--- src/rtl/sprite_scheduler_if.sv ---
// Draw-descriptor channel between the sprite scheduler (master) and the vector draw engine (slave).
interface sprite_scheduler_if #(
  parameter int W     = 8,
  parameter int ADR_W = 10
);
  logic             draw_valid;
  logic             draw_ready;
  logic [ADR_W-1:0] draw_adr;
  logic [W-1:0]     draw_x;
  logic [W-1:0]     draw_y;
  logic             draw_done;

  modport master (
    output draw_valid, draw_adr, draw_x, draw_y,
    input  draw_ready, draw_done
  );

  modport slave (
    input  draw_valid, draw_adr, draw_x, draw_y,
    output draw_ready, draw_done
  );
endinterface

--- src/rtl/sprite_scheduler.sv ---
// Runtime sprite/image tables plus a per-frame draw sequencer feeding the vector draw engine.
// Optional macro SPRITE_ORIGIN_CLAMP_EN: clamp origin subtraction to 0..2^W-1 instead of wrapping.
module sprite_scheduler #(
  parameter int N_SPRITES = 8,
  parameter int N_IMG     = 16,
  parameter int W         = 8,
  parameter int ADR_W     = 10
) (
  input  logic                         clk,
  input  logic                         rst_n,
  input  logic                         img_we,
  input  logic [$clog2(N_IMG)-1:0]     img_idx,
  input  logic [ADR_W-1:0]             img_adr,
  input  logic [W-1:0]                 img_mid_x,
  input  logic [W-1:0]                 img_mid_y,
  input  logic                         spr_we,
  input  logic [$clog2(N_SPRITES)-1:0] spr_idx,
  input  logic                         spr_en,
  input  logic [$clog2(N_IMG)-1:0]     spr_img,
  input  logic [W-1:0]                 spr_x,
  input  logic [W-1:0]                 spr_y,
  input  logic                         frame_start,
  sprite_scheduler_if.master           draw,
  output logic                         busy,
  output logic                         frame_done,
  output logic                         frame_overrun
);

  localparam int SW = $clog2(N_SPRITES);
  localparam int IW = $clog2(N_IMG);

  typedef enum logic [2:0] {IDLE, FETCH, ISSUE, WAIT_DONE, DONE} state_t;

  typedef struct packed {
    logic [ADR_W-1:0] adr;
    logic [W-1:0]     mid_x;
    logic [W-1:0]     mid_y;
  } img_t;

  typedef struct packed {
    logic          en;
    logic [IW-1:0] img;
    logic [W-1:0]  x;
    logic [W-1:0]  y;
  } spr_t;

  img_t   img_tab [N_IMG];
  spr_t   spr_tab [N_SPRITES];
  state_t state, state_nxt;
  logic [SW-1:0]    idx;
  logic [ADR_W-1:0] adr_q;
  logic [W-1:0]     x_q, y_q;
  spr_t cur_spr;
  img_t cur_img;
  logic last;

  function automatic logic [W-1:0] origin(input logic [W-1:0] pos, input logic [W-1:0] mid);
`ifdef SPRITE_ORIGIN_CLAMP_EN
    logic signed [W:0] d;
    d = $signed({1'b0, pos}) - $signed({1'b0, mid});
    if (d < 0) return '0;
    if (d > $signed({1'b0, {W{1'b1}}})) return '1;
    return d[W-1:0];
`else
    return pos - mid;
`endif
  endfunction

  // NOTE: the tables are reset explicitly because a disabled, zeroed table is the defined post-reset state.
  always_ff @(posedge clk) begin
    if (!rst_n) begin
      for (int i = 0; i < N_IMG; i++)     img_tab[i] <= '0;
      for (int i = 0; i < N_SPRITES; i++) spr_tab[i] <= '0;
    end else begin
      if (img_we && int'(img_idx) < N_IMG)
        img_tab[img_idx] <= '{adr: img_adr, mid_x: img_mid_x, mid_y: img_mid_y};
      if (spr_we && int'(spr_idx) < N_SPRITES)
        spr_tab[spr_idx] <= '{en: spr_en, img: spr_img, x: spr_x, y: spr_y};
    end
  end

  // NOTE: every always_comb output gets a default first so no path leaves it unassigned (no latch).
  always_comb begin
    cur_spr = spr_tab[idx];
    cur_img = '0;
    if (int'(cur_spr.img) < N_IMG) cur_img = img_tab[cur_spr.img];
    last = (idx == SW'(N_SPRITES - 1));
  end

  // NOTE: sequential state uses non-blocking assignments so all registers update from pre-edge values.
  always_ff @(posedge clk) begin
    if (!rst_n) state <= IDLE;
    else        state <= state_nxt;
  end

  always_comb begin
    state_nxt = state;
    case (state)
      IDLE:      if (frame_start) state_nxt = FETCH;
      FETCH:     if (cur_spr.en) state_nxt = ISSUE;
                 else if (last)  state_nxt = DONE;
      ISSUE:     if (draw.draw_ready) state_nxt = WAIT_DONE;
      WAIT_DONE: if (draw.draw_done) state_nxt = last ? DONE : FETCH;
      DONE:      state_nxt = IDLE;
      default:   state_nxt = IDLE;
    endcase
  end

  always_comb begin
    draw.draw_valid = (state == ISSUE);
    busy            = (state != IDLE);
    frame_done      = (state == DONE);
    frame_overrun   = frame_start && (state != IDLE);
  end

  // Descriptor is captured once in FETCH, so later table writes cannot disturb it.
  always_ff @(posedge clk) begin
    if (!rst_n) begin
      idx   <= '0;
      adr_q <= '0;
      x_q   <= '0;
      y_q   <= '0;
    end else begin
      case (state)
        IDLE: if (frame_start) idx <= '0;
        FETCH:
          if (cur_spr.en) begin
            adr_q <= cur_img.adr;
            x_q   <= origin(cur_spr.x, cur_img.mid_x);
            y_q   <= origin(cur_spr.y, cur_img.mid_y);
          end else if (!last) begin
            idx <= idx + 1'b1;
          end
        WAIT_DONE: if (draw.draw_done && !last) idx <= idx + 1'b1;
        default: ;
      endcase
    end
  end

  assign draw.draw_adr = adr_q;
  assign draw.draw_x   = x_q;
  assign draw.draw_y   = y_q;

endmodule

--- src/flat_wrapper.sv ---
// flat-port wrapper written by rule: the top's interface ports become plain ports
module sprite_scheduler_flat 
#(
  parameter int N_SPRITES = 8,
  parameter int N_IMG     = 16,
  parameter int W         = 8,
  parameter int ADR_W     = 10
)
  (clk, rst_n, img_we, img_idx, img_adr, img_mid_x, img_mid_y, spr_we, spr_idx, spr_en, spr_img, spr_x, spr_y, frame_start, busy, frame_done, frame_overrun, draw_draw_valid, draw_draw_adr, draw_draw_x, draw_draw_y, draw_draw_ready, draw_draw_done);
  sprite_scheduler_if #(.W(W), .ADR_W(ADR_W)) draw_i ();
  input  logic clk;
  input  logic rst_n;
  input  logic img_we;
  input  logic [$clog2(N_IMG)-1:0] img_idx;
  input  logic [ADR_W-1:0] img_adr;
  input  logic [W-1:0] img_mid_x;
  input  logic [W-1:0] img_mid_y;
  input  logic spr_we;
  input  logic [$clog2(N_SPRITES)-1:0] spr_idx;
  input  logic spr_en;
  input  logic [$clog2(N_IMG)-1:0] spr_img;
  input  logic [W-1:0] spr_x;
  input  logic [W-1:0] spr_y;
  input  logic frame_start;
  output logic busy;
  output logic frame_done;
  output logic frame_overrun;
  output wire logic [$bits(draw_i.draw_valid)-1:0] draw_draw_valid;
  output wire logic [$bits(draw_i.draw_adr)-1:0] draw_draw_adr;
  output wire logic [$bits(draw_i.draw_x)-1:0] draw_draw_x;
  output wire logic [$bits(draw_i.draw_y)-1:0] draw_draw_y;
  input wire logic [$bits(draw_i.draw_ready)-1:0] draw_draw_ready;
  input wire logic [$bits(draw_i.draw_done)-1:0] draw_draw_done;
  assign draw_draw_valid = draw_i.draw_valid;
  assign draw_draw_adr = draw_i.draw_adr;
  assign draw_draw_x = draw_i.draw_x;
  assign draw_draw_y = draw_i.draw_y;
  assign draw_i.draw_ready = draw_draw_ready;
  assign draw_i.draw_done = draw_draw_done;
  sprite_scheduler #(.N_SPRITES(N_SPRITES), .N_IMG(N_IMG), .W(W), .ADR_W(ADR_W)) u_core (.clk(clk), .rst_n(rst_n), .img_we(img_we), .img_idx(img_idx), .img_adr(img_adr), .img_mid_x(img_mid_x), .img_mid_y(img_mid_y), .spr_we(spr_we), .spr_idx(spr_idx), .spr_en(spr_en), .spr_img(spr_img), .spr_x(spr_x), .spr_y(spr_y), .frame_start(frame_start), .draw(draw_i), .busy(busy), .frame_done(frame_done), .frame_overrun(frame_overrun));
endmodule
--- config.mk ---
export PLATFORM = sky130hd
export DESIGN_NAME = sprite_scheduler_flat
export DESIGN_NICKNAME = d
export VERILOG_FILES = /design/src/rtl/sprite_scheduler_if.sv /design/src/rtl/sprite_scheduler.sv /design/src/flat_wrapper.sv
export SDC_FILE = /design/constraint.sdc
export NUM_CORES = 1
export LEC_CHECK = 0
export BUFFER_PORTS_ARGS = -buffer_cell sky130_fd_sc_hd__buf_2
export CORE_MARGIN = 5
export CORE_UTILIZATION = 29
export DETAILED_ROUTE_END_ITERATION = 7
export GPL_TIMING_DRIVEN = 0
export SETUP_SLACK_MARGIN = 0.5
export SLEW_MARGIN = 0
export SYNTH_ARGS = -nofsm -noshare
export SYNTH_HDL_FRONTEND = slang
export SYNTH_SLANG_ARGS = --single-unit
--- constraint.sdc ---
create_clock -name clk -period 5.28 [get_ports clk]
set_input_delay 0.528 -clock clk [delete_from_list [all_inputs] [get_ports clk]]
set_output_delay 0.528 -clock clk [all_outputs]
set_load 0.005 [all_outputs]
==> metrics <==
met1 usage a little over a fifth; Setup Skew roughly 0.029 ns; CTS Sinks 619; critical path's slowest cell mux4_2; Slew @ Worst Pin between 1 and 1.5 ns; Cell Chain, Critical Path buf_6 > buf_12 > mux4_2 > mux2_4 > buf_4 > buf_2 > nand2_1 > nand3_1 > a311oi_4 > a21o_4 > ha_1 > nor2b_1 > o2111ai_1 > nand3_1 > o41a_1 > xor2_1 > xnor2_1 > a21oi_1; Detail Placement HPWL 61,600 um; Power per Cell Area around 360 nW/um^2; detailed-route via count 18,900; Via-to-Cell Ratio 4.90; final hold vios 0; count of cell types in the netlist 52; first-pass GRT wire length 127,000 um; static leakage 12.3 nW; most frequent cells after synthesis and2_1 (590), edfxtp_1 (584), nand2_1 (398); status completed; CP dominant cell by count nand3_1; Fmax 0.215 GHz; Yosys top cell area share 61.3%; core area 98,100 sq um; Max VDD drop 0.000249 V; Iteration-0 DRC Markers 1,823; Die ar. 105,000 sq um; cell with the most instances after synthesis and2_1; Clock Pin Slew Worst Setup and Hold Paths 0.06 ns; Layout Nets 2,589; FF-to-FF setup slack ~0.62 ns; chip height approximately 320 um; initial antenna violation count 17; ratio of cells with drive above 1 in the final layout between 10% and 20%; DRC viols 0; min Tclk post-route between 4 and 5 ns; RD Place Congestion 0.894; Post-DRT Antenna Nets 0; Synth Flop Type edfxtp_1; routed wire length 86,900 um; asr flop ratio synth 0%; worst path bufs/invs 4; slowest stage delay, CP 0.56 ns; Cell Area, Synth 28,600 sq um; worst r2r path cells 18; Max-Slew Margin vs Limit 13.9%; I/O Buffers 90; hold depth 2; GR Layer Usage met2 26.8%; unrepaired setup endpoints after global routing yes; Site Rows 115; CTS Buf Count 70; Post-synth EDFFs approximately 580; Worst path depth 18; r2r endpoint u_core.draw.draw_x[7]; top area cells in the synthesized netlist edfxtp_1 (61%), and2_1 (13%), nand2_1 (5.2%); fillcell total roughly 9,700; fin crit share 88.2%; Initial Utilization 29.1%; GR Util met3 4.02%; hold bufs inserted after CTS 0; WHS between 0.2 and 0.3 ns; Setup Total Neg Slack 0 ns; sequential standard cell area about 18,000 sq um; Die W 324 um; num ports 91; Critical Path AT between 5 and 6 ns; Yosys warning count 0; Wirelength per Cell between 20 and 25 um; Setup Crit Path Kind flip-flop to flip-flop; Multi-input gate area 10,000 sq um; CTS tree yes; worst endpoint required time between 5 and 6 ns; Max clock buf depth 3; Area Overhead vs Synth 18.9%; Worst setup endpoint u_core.draw.draw_x[7]; Worst-Skew Late Latency roughly 0.6 ns; CP top delay family compound AO/OA/AOI/OAI gates; CP max FO 10; Synthesized Nets ~2,400; Clock Root Buffer clkbuf_16; Slew Viols, Final 0; TritonRoute pass-1 iters 6; Crit. End Element flip-flop; fin worst setup slack just over 0.6 ns; total power 0.0123 W; largest net degree at the start of global routing 27; leading area contributor after synthesis edfxtp_1; Cells after Synth around 2,300; post-synthesis register bit count 619; grt ovf 0; Min-Delay Path Class input port to flip-flop; GR Util All Layers 16.4%; final core occ 34.6%; Startpoint Class flip-flop; final count of negative-setup-slack endpoints 0; H-tree depth 3; worst slack, placed -0.518 ns; vias in the first global route approximately 19,000; max cap viols 0; Seq/Total Area, Yosys 63.8%; synthesized area per cell 12.3 sq um; Top Usage Layer GRT met2
state kept, by name, summed over array words and instances, names as in the netlist, named ones only:
register / flops
u_core.img_tab: 416
u_core.draw.draw_x: 8
u_core.draw.draw_y: 8
u_core.spr_tab: 168
u_core.draw.draw_adr: 10
u_core.state: 3
u_core.idx: 3
how the worst min path moves through the flow:
stage | start | endpoint | slack (ns)
after floorplan | u_core.draw.draw_y[3] | u_core.draw.draw_y[3] | 0.46
after global placement | u_core.draw.draw_y[3] | u_core.draw.draw_y[3] | 0.45
after detailed placement | u_core.draw.draw_y[3] | u_core.draw.draw_y[3] | 0.46
after CTS | spr_x[1] | u_core.spr_tab[7][9] | 0.24
after global routing | spr_y[1] | u_core.spr_tab[7][1] | 0.27
final | spr_x[1] | u_core.spr_tab[7][9] | 0.27
where the power goes:
| group | switching [W] | internal [W] | total (W) |
|---|---|---|---|
| Sequential | 0.0000880 | 0.00566 | 0.00575 |
| Combinational | 0.00110 | 0.000595 | 0.00170 |
| Clock | 0.00199 | 0.00286 | 0.00485 |
timing repair:
action                     CTS  global route
pin swaps                    1             8
setup endpoints to repair   14             7
cloned                       0             0
setup buffers                3             2
gates resized for setup     67            70
cell families (layout without fill, tap and decap cells):
logic type,Yosys count,after routing,share of synthesized area [%]
AOI/OAI and AO/OA,183,183,4.50
xor gates and xnor gates,12,12,0.368
adders and majority gates,18,18,0.840
buffers and inverters,176,412,2.54
DFF,619,619,63.8
muxes,85,85,5.26
other,0,7,0
and+or+nand+nor,1234,1234,22.7
final cells by class:
| type | count | area share (%) |
|---|---|---|
| repair buffers | 111 | 2.73 |
| multi-input cells | 1532 | 29.5 |
| flip-flops and latches | 619 | 53.7 |
| clock buffers | 97 | 5.79 |
| inverters | 6 | 0.0663 |
| diodes | 7 | 0.0515 |
| well taps | 1287 | 4.74 |
| clock inverters | 28 | 0.847 |
| plain buffers | 170 | 2.63 |
metrics by stage:
stage / area, sq um / std cells
4_1_cts: 33800 / 3848
3_5_place_dp: 31300 / 3720
2_1_floorplan: 28600 / 2327
6_report: 34000 / 3857
3_3_place_gp: 30600 / 3704
5_1_grt: 34000 / 3850
routing by layer:
metal,part of all wire (%),up-vias
li1,-,8648
met3,8.4,139
met5,0.086,-
met1,42,9351
met4,2.3,10
met2,47,753
cell usage in the layout, fill, tap and decap left out, drive strengths merged, types with 11 or more instances in the layout:
cell / instances
a21o: 12
a21oi: 41
a311oi: 41
a31oi: 17
and2: 590
and3: 30
buf: 159
clkbuf: 218
clkinv: 21
dfxtp: 35
edfxtp: 584
ha: 16
mux2: 16
mux2i: 19
mux4: 50
nand2: 398
nand2b: 15
nand3: 129
nor2: 33
nor3: 11
o21ai: 27
(Power assumes the default switching activity.)
